**src/rtl/sam_pkg.sv**
```systemverilog
// sam_pkg: opcodes, FSM states and ALU selects shared by the accumulator core.
// Latency: none (declarations and pure decode helpers only).
// Backpressure: not applicable; timing is owned by sam_core_p.
// Ports: none.
package sam_pkg;

   // Opcode values carried in the top bits of IR.
   localparam logic [2:0] OP_LOAD  = 3'b000;
   localparam logic [2:0] OP_STORE = 3'b001;
   localparam logic [2:0] OP_ADD   = 3'b010;
   localparam logic [2:0] OP_SUB   = 3'b011;
   localparam logic [2:0] OP_JMP   = 3'b100;
   localparam logic [2:0] OP_JNEG  = 3'b101;
   localparam logic [2:0] OP_JZERO = 3'b110;
   localparam logic [2:0] OP_HALT  = 3'b111;

   typedef enum logic [2:0] {
      FETCH,
      DECODE,
      MEM_RD,
      MEM_WR,
      HALTED
   } state_t;

   typedef enum logic [1:0] {
      ALU_PASS = 2'd0,
      ALU_ADD  = 2'd1,
      ALU_SUB  = 2'd2
   } alu_op_t;

   // Opcodes that need a data read before they can retire.
   function automatic logic op_reads_mem(input logic [2:0] op);
      return (op == OP_LOAD) || (op == OP_ADD) || (op == OP_SUB);
   endfunction

   // ALU select for the read-class opcodes; LOAD passes the read data through.
   function automatic alu_op_t op_to_alu(input logic [2:0] op);
      case (op)
         OP_ADD:  return ALU_ADD;
         OP_SUB:  return ALU_SUB;
         default: return ALU_PASS;
      endcase
   endfunction

   // Branch decision for the control-flow opcodes; anything else never branches.
   function automatic logic branch_taken(input logic [2:0] op,
                                         input logic       ac_neg,
                                         input logic       ac_zero);
      case (op)
         OP_JMP:   return 1'b1;
         OP_JNEG:  return ac_neg;
         OP_JZERO: return ac_zero;
         default:  return 1'b0;
      endcase
   endfunction

endpackage

```
**src/rtl/sam_alu.sv**
```systemverilog
// sam_alu: DATA_W+1-bit add / subtract / pass-B for the accumulator, carry out on top bit.
// Latency: combinational.
// Backpressure: none; result is qualified by the core's memory completion.
// Ports: i_op select, i_a (AC), i_b (read data) -> o_res, o_carry (carry on ADD, borrow on SUB).
module sam_alu
   import sam_pkg::*;
#(
   parameter int DATA_W = 16
) (
   input  alu_op_t           i_op,
   input  logic [DATA_W-1:0] i_a,
   input  logic [DATA_W-1:0] i_b,
   output logic [DATA_W-1:0] o_res,
   output logic              o_carry
);

   logic [DATA_W:0] w_sum;

   // Zero-extending both operands makes bit DATA_W the carry for ADD and
   // the borrow for SUB (it goes high exactly when i_b > i_a).
   always_comb begin
      w_sum = {1'b0, i_b};
      case (i_op)
         ALU_ADD: w_sum = {1'b0, i_a} + {1'b0, i_b};
         ALU_SUB: w_sum = {1'b0, i_a} - {1'b0, i_b};
         default: w_sum = {1'b0, i_b};
      endcase
   end

   assign o_res   = w_sum[DATA_W-1:0];
   assign o_carry = w_sum[DATA_W];

endmodule

```
**src/rtl/sam_core_p.sv**
```systemverilog
// sam_core_p: FSM-sequenced accumulator core; fetch/decode/execute on AC over a req/wait memory port.
// Latency: JMP/JNEG/JZERO/HALT 2 cycles, LOAD/STORE/ADD/SUB 3 cycles, +1 per mem_wait cycle.
// Backpressure: mem_wait stalls with req/we/addr/wdata held; run=0 only blocks issuing a new fetch.
// Ports: clk, reset (sync, active-high); run fetch gate; mem_req/mem_we/mem_addr/mem_wdata out,
//        mem_rdata/mem_wait in (completion = mem_req & ~mem_wait); halted, pc, ac, carry status.
module sam_core_p
   import sam_pkg::*;
#(
   parameter int DATA_W   = 16,
   parameter int OPC_W    = 3,
   parameter int ADDR_W   = DATA_W - OPC_W,
   parameter int PC_STEP  = 2,
   parameter int RESET_PC = 0
) (
   input  logic              clk,
   input  logic              reset,
   input  logic              run,
   output logic              mem_req,
   output logic              mem_we,
   output logic [ADDR_W-1:0] mem_addr,
   output logic [DATA_W-1:0] mem_wdata,
   input  logic [DATA_W-1:0] mem_rdata,
   input  logic              mem_wait,
   output logic              halted,
   output logic [ADDR_W-1:0] pc,
   output logic [DATA_W-1:0] ac,
   output logic              carry
);

   state_t            r_state,     w_state_nxt;
   logic [ADDR_W-1:0] r_pc,        w_pc_nxt;
   logic [DATA_W-1:0] r_ac,        w_ac_nxt;
   logic [DATA_W-1:0] r_ir,        w_ir_nxt;
   logic              r_carry,     w_carry_nxt;
   logic              r_halted,    w_halted_nxt;
   logic              r_mem_req,   w_req_nxt;
   logic              r_mem_we,    w_we_nxt;
   logic [ADDR_W-1:0] r_mem_addr,  w_addr_nxt;
   logic [DATA_W-1:0] r_mem_wdata, w_wdata_nxt;

   logic [OPC_W-1:0]  w_opc;
   logic [ADDR_W-1:0] w_operand;
   logic [ADDR_W-1:0] w_target;
   logic              w_done;
   alu_op_t           w_alu_op;
   logic [DATA_W-1:0] w_alu_res;
   logic              w_alu_carry;

   assign w_opc     = r_ir[DATA_W-1 -: OPC_W];
   assign w_operand = r_ir[ADDR_W-1:0];
   assign w_done    = r_mem_req & ~mem_wait;
   assign w_alu_op  = op_to_alu(w_opc);

   // r_pc already holds the post-fetch increment (including any wrap), so a
   // taken branch simply replaces it.
   assign w_target  = branch_taken(w_opc, r_ac[DATA_W-1], (r_ac == '0)) ? w_operand : r_pc;

   sam_alu #(
      .DATA_W (DATA_W)
   ) u_alu (
      .i_op    (w_alu_op),
      .i_a     (r_ac),
      .i_b     (mem_rdata),
      .o_res   (w_alu_res),
      .o_carry (w_alu_carry)
   );

   always_comb begin
      w_state_nxt  = r_state;
      w_pc_nxt     = r_pc;
      w_ac_nxt     = r_ac;
      w_ir_nxt     = r_ir;
      w_carry_nxt  = r_carry;
      w_halted_nxt = r_halted;
      w_req_nxt    = r_mem_req;
      w_we_nxt     = r_mem_we;
      w_addr_nxt   = r_mem_addr;
      w_wdata_nxt  = r_mem_wdata;

      case (r_state)
         FETCH: begin
            if (r_mem_req) begin
               // Fetch in flight: finishes regardless of run.
               if (w_done) begin
                  w_ir_nxt    = mem_rdata;
                  w_pc_nxt    = r_pc + ADDR_W'(PC_STEP);
                  w_req_nxt   = 1'b0;
                  w_state_nxt = DECODE;
               end
            end else if (run) begin
               w_req_nxt  = 1'b1;
               w_we_nxt   = 1'b0;
               w_addr_nxt = r_pc;
            end
         end

         DECODE: begin
            if (op_reads_mem(w_opc)) begin
               w_req_nxt   = 1'b1;
               w_we_nxt    = 1'b0;
               w_addr_nxt  = w_operand;
               w_state_nxt = MEM_RD;
            end else if (w_opc == OP_STORE) begin
               w_req_nxt   = 1'b1;
               w_we_nxt    = 1'b1;
               w_addr_nxt  = w_operand;
               w_wdata_nxt = r_ac;
               w_state_nxt = MEM_WR;
            end else if (w_opc == OP_HALT) begin
               w_halted_nxt = 1'b1;
               w_state_nxt  = HALTED;
            end else begin
               // Control flow: issue the next fetch straight from here so the
               // instruction retires in two cycles.
               w_pc_nxt    = w_target;
               w_req_nxt   = run;
               w_we_nxt    = 1'b0;
               w_addr_nxt  = w_target;
               w_state_nxt = FETCH;
            end
         end

         MEM_RD: begin
            if (w_done) begin
               w_ac_nxt = w_alu_res;
               // LOAD leaves the carry from the last ADD/SUB untouched.
               if (w_alu_op != ALU_PASS) begin
                  w_carry_nxt = w_alu_carry;
               end
               w_req_nxt   = run;
               w_we_nxt    = 1'b0;
               w_addr_nxt  = r_pc;
               w_state_nxt = FETCH;
            end
         end

         MEM_WR: begin
            if (w_done) begin
               w_req_nxt   = run;
               w_we_nxt    = 1'b0;
               w_addr_nxt  = r_pc;
               w_state_nxt = FETCH;
            end
         end

         HALTED: begin
            w_req_nxt = 1'b0;
         end

         default: begin
            w_req_nxt   = 1'b0;
            w_state_nxt = FETCH;
         end
      endcase
   end

   always_ff @(posedge clk) begin
      if (reset) begin
         r_state     <= FETCH;
         r_pc        <= ADDR_W'(RESET_PC);
         r_ac        <= '0;
         r_ir        <= '0;
         r_carry     <= 1'b0;
         r_halted    <= 1'b0;
         r_mem_req   <= 1'b0;
         r_mem_we    <= 1'b0;
         r_mem_addr  <= '0;
         r_mem_wdata <= '0;
      end else begin
         r_state     <= w_state_nxt;
         r_pc        <= w_pc_nxt;
         r_ac        <= w_ac_nxt;
         r_ir        <= w_ir_nxt;
         r_carry     <= w_carry_nxt;
         r_halted    <= w_halted_nxt;
         r_mem_req   <= w_req_nxt;
         r_mem_we    <= w_we_nxt;
         r_mem_addr  <= w_addr_nxt;
         r_mem_wdata <= w_wdata_nxt;
      end
   end

   assign mem_req   = r_mem_req;
   assign mem_we    = r_mem_we;
   assign mem_addr  = r_mem_addr;
   assign mem_wdata = r_mem_wdata;
   assign halted    = r_halted;
   assign pc        = r_pc;
   assign ac        = r_ac;
   assign carry     = r_carry;

endmodule

```
**config.mk**
```make
export PLATFORM = sky130hd
export DESIGN_NAME = sam_core_p
export DESIGN_NICKNAME = d
export VERILOG_FILES = /design/src/rtl/sam_pkg.sv /design/src/rtl/sam_alu.sv /design/src/rtl/sam_core_p.sv
export SDC_FILE = /design/constraint.sdc
export NUM_CORES = 1
export LEC_CHECK = 0
export CORE_MARGIN = 4
export CORE_UTILIZATION = 50
export CTS_CLUSTER_SIZE = 30
export DETAILED_ROUTE_END_ITERATION = 12
export GPL_ROUTABILITY_DRIVEN = 0
export PLACE_DENSITY = 0.78
export SYNTH_ARGS = -nofsm -noshare
export SYNTH_HDL_FRONTEND = slang
export SYNTH_SLANG_ARGS = --single-unit
export TNS_END_PERCENT = 50
```
**constraint.sdc**
```tcl
create_clock -name clk -period 9.8 [get_ports clk]
set_clock_uncertainty 0.2 [all_clocks]
set_input_delay 1.47 -clock clk [delete_from_list [all_inputs] [get_ports clk]]
set_output_delay 1.47 -clock clk [all_outputs]
set_load 0.05 [all_outputs]
```
==> results.yml <==
min_path:
  worstHoldEndpoint: "mem_addr[4]$_SDFFE_PP0P_"
  min_path_type: "reg2reg"
  hold_depth: 2
  min_from: "mem_addr[4]$_SDFFE_PP0P_"
synth:
  syn_avg_cell_area_um2: 7.865
  ys_warn_count: 0
  netlist_area_mm2: 0.004790
  synth_top_flop_cell: "dfxtp_1"
  syn-num-nets: 650
  ys_seq_elements: 81
  synthTopCellsByArea: "dfxtp_1, mux2i_1, a21oi_1"
  synth_edf_count: 0
  yosysMostFrequentCell: "dfxtp_1"
  synthTopCellsByCount: "dfxtp_1, nand2_1, nor2_1, a21oi_1, mux2i_1"
  synth_top_cell_area_share: 0.3386
  synth_cell_types: 63
  ys_seq_area_frac: 0.3386
  yosysTopAreaCell: "dfxtp_1"
  async_reset_ff_frac: 0
  synth_cells: 609
timing:
  maxSlewHeadroom: 0.4747
  period_share: 0.5060
  setup_viol: 0
  rsz0062_at_grt: "false"
  period_needed_ns: 4.959
  clock.fmax_mhz: 201.7
  setup_tns_ns: 0
  tightest_slew_ns: 0.7880
  slew_violations: 0
  hold_violations: 0
worst_setup_path:
  reg2reg_slack_ns: 5.73
  cp.arrival_ns: 4.98
  reg2reg_depth: 12
  crit_required_ns: 9.82
  cp-end-kind: "flip-flop"
  cp_slowest_cell: "clkdlybuf4s50_1"
  cp-start-kind: "input port"
  path_cells: "clkdlybuf4s50_1 > nor2_1 > nor4b_1 > inv_1 > nor2_1 > a31oi_1 > xnor2_1 > ha_1 > a21oi_1 > o21ai_1 > a211o_1 > a221oi_1 > xnor2_1 > o22ai_1"
  critPathKind: "in2reg"
  cp_slowest_stage_delay_ns: 0.52
  r2r_end: "carry$_SDFFE_PP0P_"
  crit_fanout: 9
  r2r_start: "r_ir[14]$_SDFFE_PP0P_"
job:
  drv_cap: 0
global_routing:
  met3_usage: 0.04470
  grt_pass1_wl_um: 22370
  gr-usage-met2: 0.4053
  use_met1: 0.3186
  grt.overflow.total: 0
  grt_antenna_before_repair: 0
  busiest_layer: "met2"
  grt_max_degree: 65
  grt.total_usage: 0.2412
  grt_pass1_vias: 4492
detailed_routing:
  firstDrtPassIters: 5
  routedWlPerCell_um: 16.39
  ant_nets: 0
  drt-total-wl_um: 13200
  vias_per_cell: 5.850
  via_count: 4709
  drt_iter0_drc: 298
  route.detailed.drc: 0
floorplan:
  io_pins: 82
  floorplan.initialDensity: 0.5159
  dieHeight_um: 105.9
  die_w_um: 105.9
  dieArea_mm2: 0.01121
  rows: 35
  coreArea_mm2: 0.009284
power_and_ir_drop:
  leakage_nw: 2.282
  total_power_mw: 0.7269
  power_density_mw_per_mm2: 124.8
  ir_drop_uv: 78.97
final_layout:
  nets: 712
  n_antenna_cell: 0
  drive_above_1_share: 0.04438
  syn_to_final_growth_pct: 21.63
clock_tree:
  htreeDepth: 3
  cts_root_buf: "clkbuf_8"
  cts.sinks: 81
  cts.clk_slew.worst_paths_ns: 0.09
  clk_latency_ns: 0.36
  cts_tree: "yes"
  postCtsSetupBuffers: 0
  ctsHoldBuffers: 0
  cts_resized: 0
  cts_max_path_buffers: 2
  cts_buffers: 9
placed_design:
  dp_hpwl_um: 9469
  port_buffers: 81
run_status:
  status: "completed"
## registers in the layout, indices dropped and copies added (netlist names), 3 cells and up
signal,cells
ac,16
mem_addr,13
mem_wdata,16
pc,13
r_ir,16
r_state,3
## layout by cell type, fill, tap and decap left out, drive strengths merged, types with 4 or more instances in the layout
| cell type | count |
|---|---|
| or4 | 5 |
| nor4 | 4 |
| o21a | 4 |
| dfxtp | 81 |
| and3 | 7 |
| a21oi | 59 |
| o21ai | 41 |
| xnor2 | 21 |
| o21bai | 7 |
| nor3 | 19 |
| o31ai | 4 |
| inv | 19 |
| nand2 | 73 |
| nand3 | 17 |
| a21o | 4 |
| a31oi | 10 |
| nand4 | 4 |
| clkdlybuf4s50 | 80 |
| a211oi | 10 |
| or3 | 4 |
| clkbuf | 10 |
| o22ai | 4 |
| mux2i | 34 |
| nor2 | 70 |
| buf | 7 |
| ha | 20 |
| clkinv | 5 |
| o211ai | 5 |
## layout make-up
class                           instances  area [um^2]
Clock buffer                           10        127.6
Timing Repair Buffer                   87        850.8
Sequential cell                        81         1622
Inverter                               20        75.07
Multi-Input combinational cell        472         2920
Clock inverter                          6        68.82
Tap cell                              129        161.4
Fill cell                             853         3458
## worst max-delay path: cells and delay by family
kind / cells / cell delay, ns
AND/OR/NAND/NOR: 3 / 0.94
adder cells (fa/ha/maj): 1 / 0.40
AO/OA/AOI/OAI: 6 / 1.22
buffers and inverters: 2 / 0.60
XOR/XNOR: 2 / 0.35
## stage by stage
| step | hold slack (ns) | area (um^2) | util | setup WS, ns | instances |
|---|---|---|---|---|---|
| final | 0.2523 | 5826 | 0.6275 | 4.841 | 805 |
| after global routing | 0.2747 | 5826 | 0.6275 | 4.542 | 805 |
| after CTS | 0.2554 | 5826 | 0.6275 | 4.942 | 805 |
| after detailed placement | 0.2434 | 5629 | 0.6063 | 4.559 | 789 |
| after global placement | 0.2341 | 5629 | 0.6063 | 4.657 | 789 |
| after floorplan | 0.2480 | 4790 | - | 5.401 | 609 |
## per-layer routing
metal,up-vias,share of wire
met5,-,0
met4,0,0.015
met3,24,0.081
met2,220,0.48
met1,2169,0.42
li1,2296,-
## kinds of logic after synthesis
family	synth area share
compound gates	0.2226
buf+inv	0.05303
simple gates	0.2163
fa+ha+maj	0.05643
mux	0.07106
flops	0.3386
xor+xnor	0.04206
## power breakdown
| group | leakage [nW] | switching [mW] | internal (mW) | total [mW] |
|---|---|---|---|---|
| logic | 1.53 | 0.0803 | 0.0476 | 0.128 |
| clock network | 0.0964 | 0.131 | 0.119 | 0.250 |
| registers | 0.654 | 0.0115 | 0.337 | 0.349 |
## worst max path at each step
stage | from | endpoint | slack, ns | depth (start not counted)
final | mem_rdata[2] | carry$_SDFFE_PP0P_ | 4.84 | 14
after global routing | mem_rdata[2] | carry$_SDFFE_PP0P_ | 4.54 | 14
after CTS | mem_rdata[2] | carry$_SDFFE_PP0P_ | 4.94 | 14
after detailed placement | mem_rdata[2] | carry$_SDFFE_PP0P_ | 4.56 | 14
after global placement | mem_rdata[2] | carry$_SDFFE_PP0P_ | 4.66 | 14
after floorplan | mem_rdata[5] | carry$_SDFFE_PP0P_ | 5.40 | 13
Power figures use the tool's default switching activity.
